$ cat src/rtl/key_debounce_pkg.sv
// Shared definitions for the push-button front end: the per-key FSM state
// encoding, board timing constants (50 MHz) and reduced simulation timings.
// Optional feature macro: KEY_REPEAT_EN (auto-repeat while a key is held).
package key_pkg;

    // Per-key filter state. UP/DOWN are the accepted levels; the *_PEND
    // states count stable cycles before accepting a change.
    typedef enum logic [1:0] {
        UP        = 2'd0,
        DOWN_PEND = 2'd1,
        DOWN      = 2'd2,
        UP_PEND   = 2'd3
    } key_state_t;

    // Board defaults: 10 ms debounce, 0.5 s first repeat, 0.2 s repeat rate.
    localparam int DEF_N_KEYS          = 4;
    localparam int DEF_DEBOUNCE_CYCLES = 500000;
    localparam int DEF_CNT_W           = 20;
    localparam int DEF_REPEAT_DELAY    = 25000000;
    localparam int DEF_REPEAT_PERIOD   = 10000000;

    // Short timings so simulation finishes in a few hundred cycles.
    localparam int SIM_DEBOUNCE_CYCLES = 8;
    localparam int SIM_REPEAT_DELAY    = 40;
    localparam int SIM_REPEAT_PERIOD   = 16;

    // Width of a counter that must reach max(delay, period) - 1.
    function automatic int rep_cnt_w(input int delay, input int period);
        int max_v;
        max_v = (delay > period) ? delay : period;
        return (max_v < 2) ? 1 : $clog2(max_v);
    endfunction

endpackage

$ cat src/rtl/key_debounce_if.sv
// Signal bundle between the raw buttons and the debounced consumers.
// There is no valid/ready handshake on this bundle: key_n is a level sampled
// on every clock, key_db_n is a registered level, and press_pulse is a
// one-cycle fire-and-forget strobe with no backpressure (a consumer that is
// not looking in that cycle misses it).
interface key_debounce_if
    import key_pkg::*;
#(
    parameter int N_KEYS = DEF_N_KEYS
) ();

    logic [N_KEYS-1:0] key_n;        // raw buttons, 0 = pressed
    logic [N_KEYS-1:0] key_db_n;     // debounced level, 0 = pressed
    logic [N_KEYS-1:0] press_pulse;  // one-cycle strobe per accepted press

    modport master (
        output key_n,
        input  key_db_n,
        input  press_pulse
    );

    modport slave (
        input  key_n,
        output key_db_n,
        output press_pulse
    );

endinterface

$ cat src/rtl/key_debounce_ch.sv
// One key: two-flop synchronizer, debounce FSM with stable-cycle counter,
// registered level and press strobe. With KEY_REPEAT_EN defined, a held key
// also emits periodic repeat strobes, each paired with a one-cycle high blip
// on the level so falling-edge consumers advance once per repeat.
module key_debounce_ch
    import key_pkg::*;
#(
    parameter int DEBOUNCE_CYCLES = DEF_DEBOUNCE_CYCLES,
    parameter int CNT_W           = DEF_CNT_W
`ifdef KEY_REPEAT_EN
    ,
    parameter int REPEAT_DELAY    = DEF_REPEAT_DELAY,
    parameter int REPEAT_PERIOD   = DEF_REPEAT_PERIOD
`endif
) (
    input  logic       clk,
    input  logic       reset,
    input  logic       i_key_n,
    output logic       o_key_db_n,
    output logic       o_press_pulse,
    output key_state_t o_state
);

    localparam logic [CNT_W-1:0] CNT_ONE  = CNT_W'(1);
    localparam logic [CNT_W-1:0] CNT_LAST = CNT_W'(DEBOUNCE_CYCLES - 1);

    // The counter is compared against DEBOUNCE_CYCLES-1, so it must fit.
    if (DEBOUNCE_CYCLES < 2 || ((DEBOUNCE_CYCLES - 1) >> CNT_W) != 0) begin : g_bad_cfg
        $error("key_debounce_ch: DEBOUNCE_CYCLES out of range for CNT_W");
    end

    logic             r_s1;
    logic             r_s2;
    key_state_t       r_state;
    logic [CNT_W-1:0] r_cnt;
    logic             r_key_db_n;
    logic             r_press_pulse;

`ifdef KEY_REPEAT_EN
    localparam int REP_W = rep_cnt_w(REPEAT_DELAY, REPEAT_PERIOD);

    if (REPEAT_DELAY < 1 || REPEAT_PERIOD < 1) begin : g_bad_rep
        $error("key_debounce_ch: REPEAT_DELAY and REPEAT_PERIOD must be >= 1");
    end

    logic [REP_W-1:0] r_rep_cnt;
    logic             r_rep_first;  // still waiting for the first (longer) delay
    logic [REP_W-1:0] w_rep_last;

    assign w_rep_last = r_rep_first ? REP_W'(REPEAT_DELAY - 1)
                                    : REP_W'(REPEAT_PERIOD - 1);
`endif

    // Two-flop synchronizer; idles high so reset looks like "not pressed".
    always_ff @(posedge clk) begin
        if (!reset) begin
            r_s1 <= 1'b1;
            r_s2 <= 1'b1;
        end else begin
            r_s1 <= i_key_n;
            r_s2 <= r_s1;
        end
    end

    // Debounce FSM: accept a level only after DEBOUNCE_CYCLES stable samples.
    always_ff @(posedge clk) begin
        if (!reset) begin
            r_state       <= UP;
            r_cnt         <= '0;
            r_key_db_n    <= 1'b1;
            r_press_pulse <= 1'b0;
`ifdef KEY_REPEAT_EN
            r_rep_cnt     <= '0;
            r_rep_first   <= 1'b1;
`endif
        end else begin
            r_press_pulse <= 1'b0;
            case (r_state)
                UP: begin
                    if (!r_s2) begin
                        r_state <= DOWN_PEND;
                        r_cnt   <= CNT_ONE;
                    end
                end
                DOWN_PEND: begin
                    if (r_s2) begin
                        r_state <= UP;
                        r_cnt   <= '0;
                    end else if (r_cnt == CNT_LAST) begin
                        r_state       <= DOWN;
                        r_cnt         <= '0;
                        r_key_db_n    <= 1'b0;
                        r_press_pulse <= 1'b1;
`ifdef KEY_REPEAT_EN
                        r_rep_cnt     <= '0;
                        r_rep_first   <= 1'b1;
`endif
                    end else begin
                        r_cnt <= r_cnt + 1'b1;
                    end
                end
                DOWN: begin
                    if (r_s2) begin
                        r_state    <= UP_PEND;
                        r_cnt      <= CNT_ONE;
                        // Closes any repeat blip so the level is "pressed"
                        // until the release is accepted.
                        r_key_db_n <= 1'b0;
`ifdef KEY_REPEAT_EN
                        r_rep_cnt   <= '0;
                        r_rep_first <= 1'b1;
                    end else if (r_rep_cnt == w_rep_last) begin
                        r_key_db_n    <= 1'b1;
                        r_press_pulse <= 1'b1;
                        r_rep_cnt     <= '0;
                        r_rep_first   <= 1'b0;
                    end else begin
                        r_key_db_n <= 1'b0;
                        r_rep_cnt  <= r_rep_cnt + 1'b1;
`endif
                    end
                end
                UP_PEND: begin
                    if (!r_s2) begin
                        r_state <= DOWN;
                        r_cnt   <= '0;
                    end else if (r_cnt == CNT_LAST) begin
                        r_state    <= UP;
                        r_cnt      <= '0;
                        r_key_db_n <= 1'b1;
                    end else begin
                        r_cnt <= r_cnt + 1'b1;
                    end
                end
                default: begin
                    r_state <= UP;
                    r_cnt   <= '0;
                end
            endcase
        end
    end

    assign o_key_db_n    = r_key_db_n;
    assign o_press_pulse = r_press_pulse;
    assign o_state       = r_state;

endmodule

$ cat src/rtl/key_debounce.sv
// Push-button front end: N_KEYS independent debounce channels. Produces a
// clean active-low level per key (for the digit counters' falling-edge
// inputs) and a one-cycle press strobe per key. o_dbg_state exposes every
// channel's FSM state, two bits per key, key 0 in the low bits.
// Optional feature macro: KEY_REPEAT_EN (auto-repeat while held).
module key_debounce
    import key_pkg::*;
#(
    parameter int N_KEYS          = DEF_N_KEYS,
    parameter int DEBOUNCE_CYCLES = DEF_DEBOUNCE_CYCLES,
    parameter int CNT_W           = DEF_CNT_W
`ifdef KEY_REPEAT_EN
    ,
    parameter int REPEAT_DELAY    = DEF_REPEAT_DELAY,
    parameter int REPEAT_PERIOD   = DEF_REPEAT_PERIOD
`endif
) (
    input  logic                  clk,
    input  logic                  reset,
    key_debounce_if.slave         bus,
    output logic [2*N_KEYS-1:0]   o_dbg_state
);

    if (N_KEYS < 1) begin : g_bad_keys
        $error("key_debounce: N_KEYS must be >= 1");
    end

    logic [N_KEYS-1:0] w_key_db_n;
    logic [N_KEYS-1:0] w_press_pulse;
    key_state_t        w_state [N_KEYS];

    for (genvar i = 0; i < N_KEYS; i++) begin : g_key
        key_debounce_ch #(
            .DEBOUNCE_CYCLES (DEBOUNCE_CYCLES),
            .CNT_W           (CNT_W)
`ifdef KEY_REPEAT_EN
            ,
            .REPEAT_DELAY    (REPEAT_DELAY),
            .REPEAT_PERIOD   (REPEAT_PERIOD)
`endif
        ) u_ch (
            .clk           (clk),
            .reset         (reset),
            .i_key_n       (bus.key_n[i]),
            .o_key_db_n    (w_key_db_n[i]),
            .o_press_pulse (w_press_pulse[i]),
            .o_state       (w_state[i])
        );

        assign o_dbg_state[2*i +: 2] = w_state[i];
    end

    assign bus.key_db_n    = w_key_db_n;
    assign bus.press_pulse = w_press_pulse;

endmodule
$ cat src/flat_wrapper.sv
// flat-port wrapper written by rule: the top's interface ports become plain ports
module key_debounce_flat import key_pkg::*;
#(
    parameter int N_KEYS          = DEF_N_KEYS,
    parameter int DEBOUNCE_CYCLES = DEF_DEBOUNCE_CYCLES,
    parameter int CNT_W           = DEF_CNT_W

)
  (clk, reset, o_dbg_state, bus_key_n, bus_key_db_n, bus_press_pulse);
  key_debounce_if #(.N_KEYS(N_KEYS)) bus_i ();
  input  logic clk;
  input  logic reset;
  output logic [2*N_KEYS-1:0] o_dbg_state;
  input wire logic [$bits(bus_i.key_n)-1:0] bus_key_n;
  output wire logic [$bits(bus_i.key_db_n)-1:0] bus_key_db_n;
  output wire logic [$bits(bus_i.press_pulse)-1:0] bus_press_pulse;
  assign bus_i.key_n = bus_key_n;
  assign bus_key_db_n = bus_i.key_db_n;
  assign bus_press_pulse = bus_i.press_pulse;
  key_debounce #(.N_KEYS(N_KEYS), .DEBOUNCE_CYCLES(DEBOUNCE_CYCLES), .CNT_W(CNT_W)) u_core (.clk(clk), .reset(reset), .bus(bus_i), .o_dbg_state(o_dbg_state));
endmodule
$ cat config.mk
export PLATFORM = sky130hd
export DESIGN_NAME = key_debounce_flat
export DESIGN_NICKNAME = d
export VERILOG_FILES = /design/src/rtl/key_debounce_pkg.sv /design/src/rtl/key_debounce_if.sv /design/src/rtl/key_debounce_ch.sv /design/src/rtl/key_debounce.sv /design/src/flat_wrapper.sv
export SDC_FILE = /design/constraint.sdc
export NUM_CORES = 1
export LEC_CHECK = 0
export BUFFER_PORTS_ARGS = -buffer_cell sky130_fd_sc_hd__buf_2
export CORE_MARGIN = 4
export CORE_UTILIZATION = 40
export CTS_CLUSTER_SIZE = 14
export DETAILED_ROUTE_END_ITERATION = 8
export HOLD_SLACK_MARGIN = 0.03
export SYNTH_ARGS = -nofsm -noshare
export SYNTH_HDL_FRONTEND = slang
export SYNTH_SLANG_ARGS = --single-unit
export TNS_END_PERCENT = 50
$ cat constraint.sdc
create_clock -name clk -period 4.93 [get_ports clk]
set_input_delay 0.986 -clock clk [delete_from_list [all_inputs] [get_ports clk]]
set_output_delay 0.986 -clock clk [all_outputs]
set_load 0.01 [all_outputs]
==> impl_results.md, run 1 <==
* Clock transition at path regs at 0.07 ns
* WL met2 at 4.99 mm
* Unique masters post-synth at 52
* Leak at 1.92 nW
* Final hold violations at 0
* Syn Inst Count at 628
* #FFs+latches synth at 104
* Mapped cell area at 0.00519 mm²
* Gpl congestion at 0.832
* Antenna violations before repair at 0
* Routed WL at 11.3 mm
* Ys async rst share at 0%
* Std cell rows at just over 40
* Setup Skew at around 0.0055 ns
* Max layer used: met4
* Unrepaired setup endpoints after global routing: no
* Layout fillers at 1,263
* Number of DRC markers in iteration 0 at 431
* Die area at 0.0149 mm²
* Cts bufs inserted at 9
* Multi-input combinational cell area at 0.00285 mm²
* Status: complete, no violations
* Hold Crit Class: flop to flop
* Sequential-to-total area share from yosys stat at 40.1%
* Worst-Margin Slew at between 1 and 1.5 ns
* Tmin final at 2.90 ns
* Syn Area/Cell at 8.27 µm²
* Crit path DAT at 3.17 ns
* Max-capacitance violation count at 0
* Worst EP required at 5.21 ns
* FF-to-FF setup slack at 2.38 ns
* Wire length on met1 at 5.72 mm
* Max Root-Sink Buffers at 2
* TritonCTS clock tree: done
* Final Max Tran Viols at 0
* CP Class: input port to flop
* H-tree depth at 3
* Die Y at 122 µm
* CP Launch Type: input port
* Largest net degree at the start of global routing at 34
* Fin Setup TNS at 0 ns
* HP Start: u_core.g_key[3].u_ch.r_s1
* Routed wire per std cell at 14.2 µm
* Post-synth top flop: dfxtp_1
* Area delta synth->final at 8.50%
* Nets at 630
* Worst skew pair latency at 0.35 ns
* First-pass GRT wire length at 19.1 mm
* Remaining Overflow, GRT at 0
* Max transition margin at about an eighth
* Sequential Area at 0.00208 mm²
* Hold path depth at 1
* Post-Syn Nets at about 640
* Area after DPL at about 0.0053 mm²
* # setup viols final at 0
* Post_cts resized at 0
* Hpwl dp at ~7.7 mm
* Clock Sinks at 104
* Ports at 22
* Core area at ~0.013 mm²
* Vias at 4,532
* PwrDens at 299 mW/mm²
* CTS Hold Bufs at 0
* Final worst-path cycle share at 58.8%
* Clock Root Buffer: clkbuf_16
* Worst r2r src: u_core.g_key[2].u_ch.r_cnt[0]
* Pre-antenna DRT Iters at 4
* Vias in the first global route at 3,980
* CP Max Fanout at 27
* Cell count of the worst reg-to-reg path at 5
* DRC at 0
* Critical Path End Type: flop
* Antenna cells at 0
* Postcts setup bufs at 0
* Post-route ant nets at 0
* Port bufs at 21
* Proportion of layout cells with a drive suffix above 1 at roughly 8%
* Number of flops mapped to enable cells by yosys at 0
* Synth Warn # at 0
* Initial Util at 41.0%
* Die width at 122 µm
* Worst setup startpoint: reset
* Global router's overall resource usage at 15.6%
* DR vias/cell at 5.69
* Peak VDD IR at 0.167 mV
* Met3 Wirelength at 474 µm
* Fin area at about 0.0056 mm²
* Max Freq at 345 MHz
layout make-up:
cell class | count | share of cell area, %
inverter | 13 | 0.866
timing repair buffer | 22 | 2.00
clock buffer | 11 | 4.31
multi-input combinational | 470 | 50.6
sequential | 104 | 36.9
tap | 172 | 3.82
clock inverter | 5 | 1.42
per-layer routing:
metal,up-vias,GRT usage (%)
li1,2336,-
met3,10,4.83
met4,0,3.85
met2,71,24.6
met5,-,0
met1,2115,20.8
cells in the mapped netlist (13+ instances only):
master,n,share of area [%]
nand2_1,66,4.8
nand4_1,22,2.6
inv_1,13,0.94
nand3_1,40,3.9
a21oi_1,58,5.6
o21ai_0,30,2.9
nor3_1,16,1.5
nor2_1,22,1.6
dfxtp_1,104,40
clkbuf_1,17,1.2
nand2b_1,17,2.0
and3_1,16,1.9
a31oi_1,49,5.9
power breakdown:
group / switching, mW / internal (mW) / total [mW]
clock network: 0.312 / 0.458 / 0.770
logic: 0.0359 / 0.0180 / 0.0538
registers: 0.00972 / 0.849 / 0.859
total: 0.357 / 1.33 / 1.68
final timing paths:
kind	endpoint
worst max-delay path	u_core.g_key[1].u_ch.r_cnt[6]
worst min-delay path	u_core.g_key[3].u_ch.r_s2
worst max register to register	u_core.g_key[2].u_ch.r_cnt[14]
worst min register to register	u_core.g_key[3].u_ch.r_s2
through the flow:
step	total power, mW	hold WS [ns]	utilization (%)	setup WS, ns	instances
2_1_floorplan	0.918	0.386	-	2.62	628
3_3_place_gp	0.931	0.392	41.9	1.80	781
3_5_place_dp	0.932	0.393	41.9	1.68	781
4_1_cts	1.71	0.408	44.5	2.06	797
5_1_grt	1.74	0.411	44.5	1.77	797
6_report	1.68	0.409	44.5	2.03	797
flip-flops by register name (all words and copies together), names as in the netlist, named ones only:
| register | flops |
|---|---|
| u_core.g_key.u_ch.r_s2 | 4 |
| u_core.g_key.u_ch.o_key_db_n | 4 |
| u_core.g_key.u_ch.r_s1 | 4 |
| u_core.g_key.u_ch.o_state | 4 |
| u_core.g_key.u_ch.o_press_pulse | 4 |
| u_core.g_key.u_ch.r_cnt | 80 |
logic make-up after synthesis:
| logic type | count (synthesis) | synth area share, % |
|---|---|---|
| AOI/OAI and AO/OA | 172 | 20.2 |
| xor gates and xnor gates | 16 | 2.70 |
| adders and majority gates | 4 | 0.964 |
| buffers and inverters | 54 | 5.03 |
| DFF | 104 | 40.1 |
| muxes | 12 | 2.31 |
| and+or+nand+nor | 266 | 28.7 |
layout by cell type (no fill, tap or decap), types with 13 or more instances in the layout:
master    count
dfxtp_1     104
nand2_1      66
nand2b_1     17
a31oi_1      49
nand3_1      40
nor3_1       16
nor2_1       22
a21oi_1      57
o21ai_0      30
inv_1        13
nand4_1      22
and3_1       16
buf_2        21
critical path, stage by stage:
cell and delay, ns:
buf_2 0.38, inv_1 0.47, nor3_1 1.03, a21oi_1 0.10
mux2i_1 0.19
Power figures use the tool's default switching activity.
==> run 2, diff against run 1 <==
==> constraint.sdc (replaced) <==
create_clock -name clk -period 2.4 [get_ports clk]
set_input_delay 0.48 -clock clk [delete_from_list [all_inputs] [get_ports clk]]
set_output_delay 0.48 -clock clk [all_outputs]
set_load 0.01 [all_outputs]
==> impl_results.md, run 2 (synthesis gave the netlist of run 1 again) <==
* Status: complete, no violations
* Layout fillers at roughly 1,200
* Routed wire per std cell at 14.4 µm
* Pre-antenna DRT Iters at 5
* Peak VDD IR at 0.328 mV
* GR Util met3 at 5.25%
* Final Non-Filler Cells at 819
* Worst r2r src: u_core.g_key[2].u_ch.r_cnt[13]
* Clock Sinks at about 100
* Max Freq at 443 MHz
* Global router's overall resource usage at 16.2%
* Die area at between 0.01 and 0.015 mm²
* Core area at 0.0127 mm²
* Die width at 122 µm
* Vias in the first global route at 4,237
* Worst skew pair latency at 0.35 ns
* Met2 GRT Util at 25.1%
* Antenna violations before repair at 0
* Largest reg by FF count: u_core.g_key.u_ch.r_cnt
* Most frequent cells in the layout: dfxtp_1, nand2_1, a21oi_1
* Max Root-Sink Buffers at 2
* Fin Setup TNS at 0 ns
* Post-route ant nets at 0
* Most common cell after layout, fill and taps aside: dfxtp_1
* Proportion of layout cells with a drive suffix above 1 at 11.3%
* Max FFs per register at 80
* Clock Root Buffer: clkbuf_16
* Setup Skew at 0.00735 ns
* CP Max Fanout at 33
* Number of DRC markers in iteration 0 at 331
* Max transition margin at 48.5%
* Cell count of the worst reg-to-reg path at 5
* Unrepaired setup endpoints after global routing: no
* Reg-to-reg critical path endpoint: u_core.g_key[2].u_ch.r_cnt[17]
* Worst-Margin Slew at 0.771 ns
* Std cell rows at 41
* Clock transition at path regs at 0.07 ns
* Largest net degree at the start of global routing at 34
* Pre-CTS setup slack at 0.0782 ns
* Final hold violations at 0
* GR Util met1 at a little over a fifth
* Leak at just over 2 nW
* DR vias/cell at between 5 and 6
* First-pass GRT wire length at 19.6 mm
* Final worst-path cycle share at 94.1%
* Port bufs at 21
* CP Launch Type: flop
* Initial Util at around 40%
* Gpl congestion at 0.806
* Remaining Overflow, GRT at 0
* Util after Layout at 45.7%
* Hold path depth at 2
* Antenna cells at 0
* Worst Slack Setup Final at between 0.1 and 0.15 ns
* H-tree depth at 3
* HP Start: bus_key_n[3]
* Placed Cells at 804
* DRC at 0
* Hpwl dp at between 8 and 9 mm
* Hold Crit Class: input port to flop
* TritonCTS clock tree: done
* Tmin final at approximately 2.3 ns
* Vias at 4,697
* FF-to-FF setup slack at 0.14 ns
* Final Max Tran Viols at 0
* CP Class: flop to flop
* Cts bufs inserted at 9
* Nets at roughly 650
* Crit path DAT at 2.47 ns
* Area delta synth->final at 11.6%
* Hold EP: u_core.g_key[3].u_ch.r_s1
* Max-capacitance violation count at 0
* Worst EP required at around 2.6 ns
* Routed WL at 11.8 mm
* GR peak layer: met2
* Die Y at 122 µm
* # setup viols final at 0
* Ports at 22
* PwrDens at roughly 580 mW/mm²
* Critical Path End Type: flop
run 2: cell types whose count changed in the layout (fill, tap and decap cells not counted):
| cell | before | now |
|---|---|---|
| clkinvlp_4 | 2 | 0 |
| buf_4 | 1 | 24 |
| a21oi_4 | 0 | 2 |
| a21oi_2 | 2 | 0 |
| bufinv_16 | 2 | 1 |
| clkinv_2 | 1 | 3 |
| a211oi_4 | 0 | 1 |
| a211oi_2 | 1 | 0 |
run 2: final cells by class:
type                    count  area [µm²]  share of cell area [%]
clock inverters             4        45.0                   0.777
flip-flops and latches    104        2080                    35.9
clock buffers              11         243                    4.19
multi-input cells         470        2880                    49.6
well taps                 172         215                    3.71
repair buffers             45         285                    4.92
inverters                  13        48.8                   0.842
run 2: worst max path at each step:
stage / startpoint / to / slack, ns / cells after the start
2_1_floorplan: u_core.g_key[3].u_ch.r_cnt[7] / u_core.g_key[3].u_ch.r_cnt[8] / 0.52 / 7
3_3_place_gp: reset / u_core.g_key[2].u_ch.r_cnt[5] / 0.13 / 6
3_5_place_dp: u_core.g_key[2].u_ch.r_cnt[13] / u_core.g_key[2].u_ch.r_cnt[17] / 0.08 / 5
4_1_cts: u_core.g_key[2].u_ch.r_cnt[13] / u_core.g_key[2].u_ch.r_cnt[17] / 0.07 / 5
5_1_grt: u_core.g_key[3].u_ch.r_cnt[0] / u_core.g_key[3].u_ch.r_cnt[14] / 0.007 / 7
6_report: u_core.g_key[2].u_ch.r_cnt[13] / u_core.g_key[2].u_ch.r_cnt[17] / 0.14 / 5
run 2: critical path, stage by stage, from the launching register on:
cell and delay, ns:
dfxtp_1 0.46, or4b_4 0.52, nor4_4 0.50, a21oi_4 0.30
a41oi_1 0.29, a31oi_1 0.05
run 2: what timing repair did:
action,4_1_cts,5_1_grt
buffers inserted,0,0
gates resized for setup,0,3
hold buffers,0,0
endpoints found under the setup margin,0,27
run 2: per-stage QoR:
stage / area (µm²) / power (mW) / hold slack, ns
after global placement: 5490 / 1.93 / 0.394
after CTS: 5770 / 3.40 / 0.295
after detailed placement: 5490 / 1.93 / 0.408
after global routing: 5800 / 3.48 / 0.303
final: 5800 / 3.35 / 0.310
after floorplan: 5190 / 1.88 / 0.386
run 2: report_power, final:
group          total, mW  switching, mW  leakage (nW)  internal (mW)
Combinational      0.126         0.0774          1.05         0.0490
Sequential          1.76         0.0202         0.841           1.74
Clock               1.46          0.632         0.145          0.827
run 2: per-layer routing:
layer,wire length (µm),part of all wire [%],vias up
li1,-,-,2382
met2,5330,45,81
met1,5840,50,2220
met3,461,3.9,14
met5,0,0,-
met4,149,1.3,0
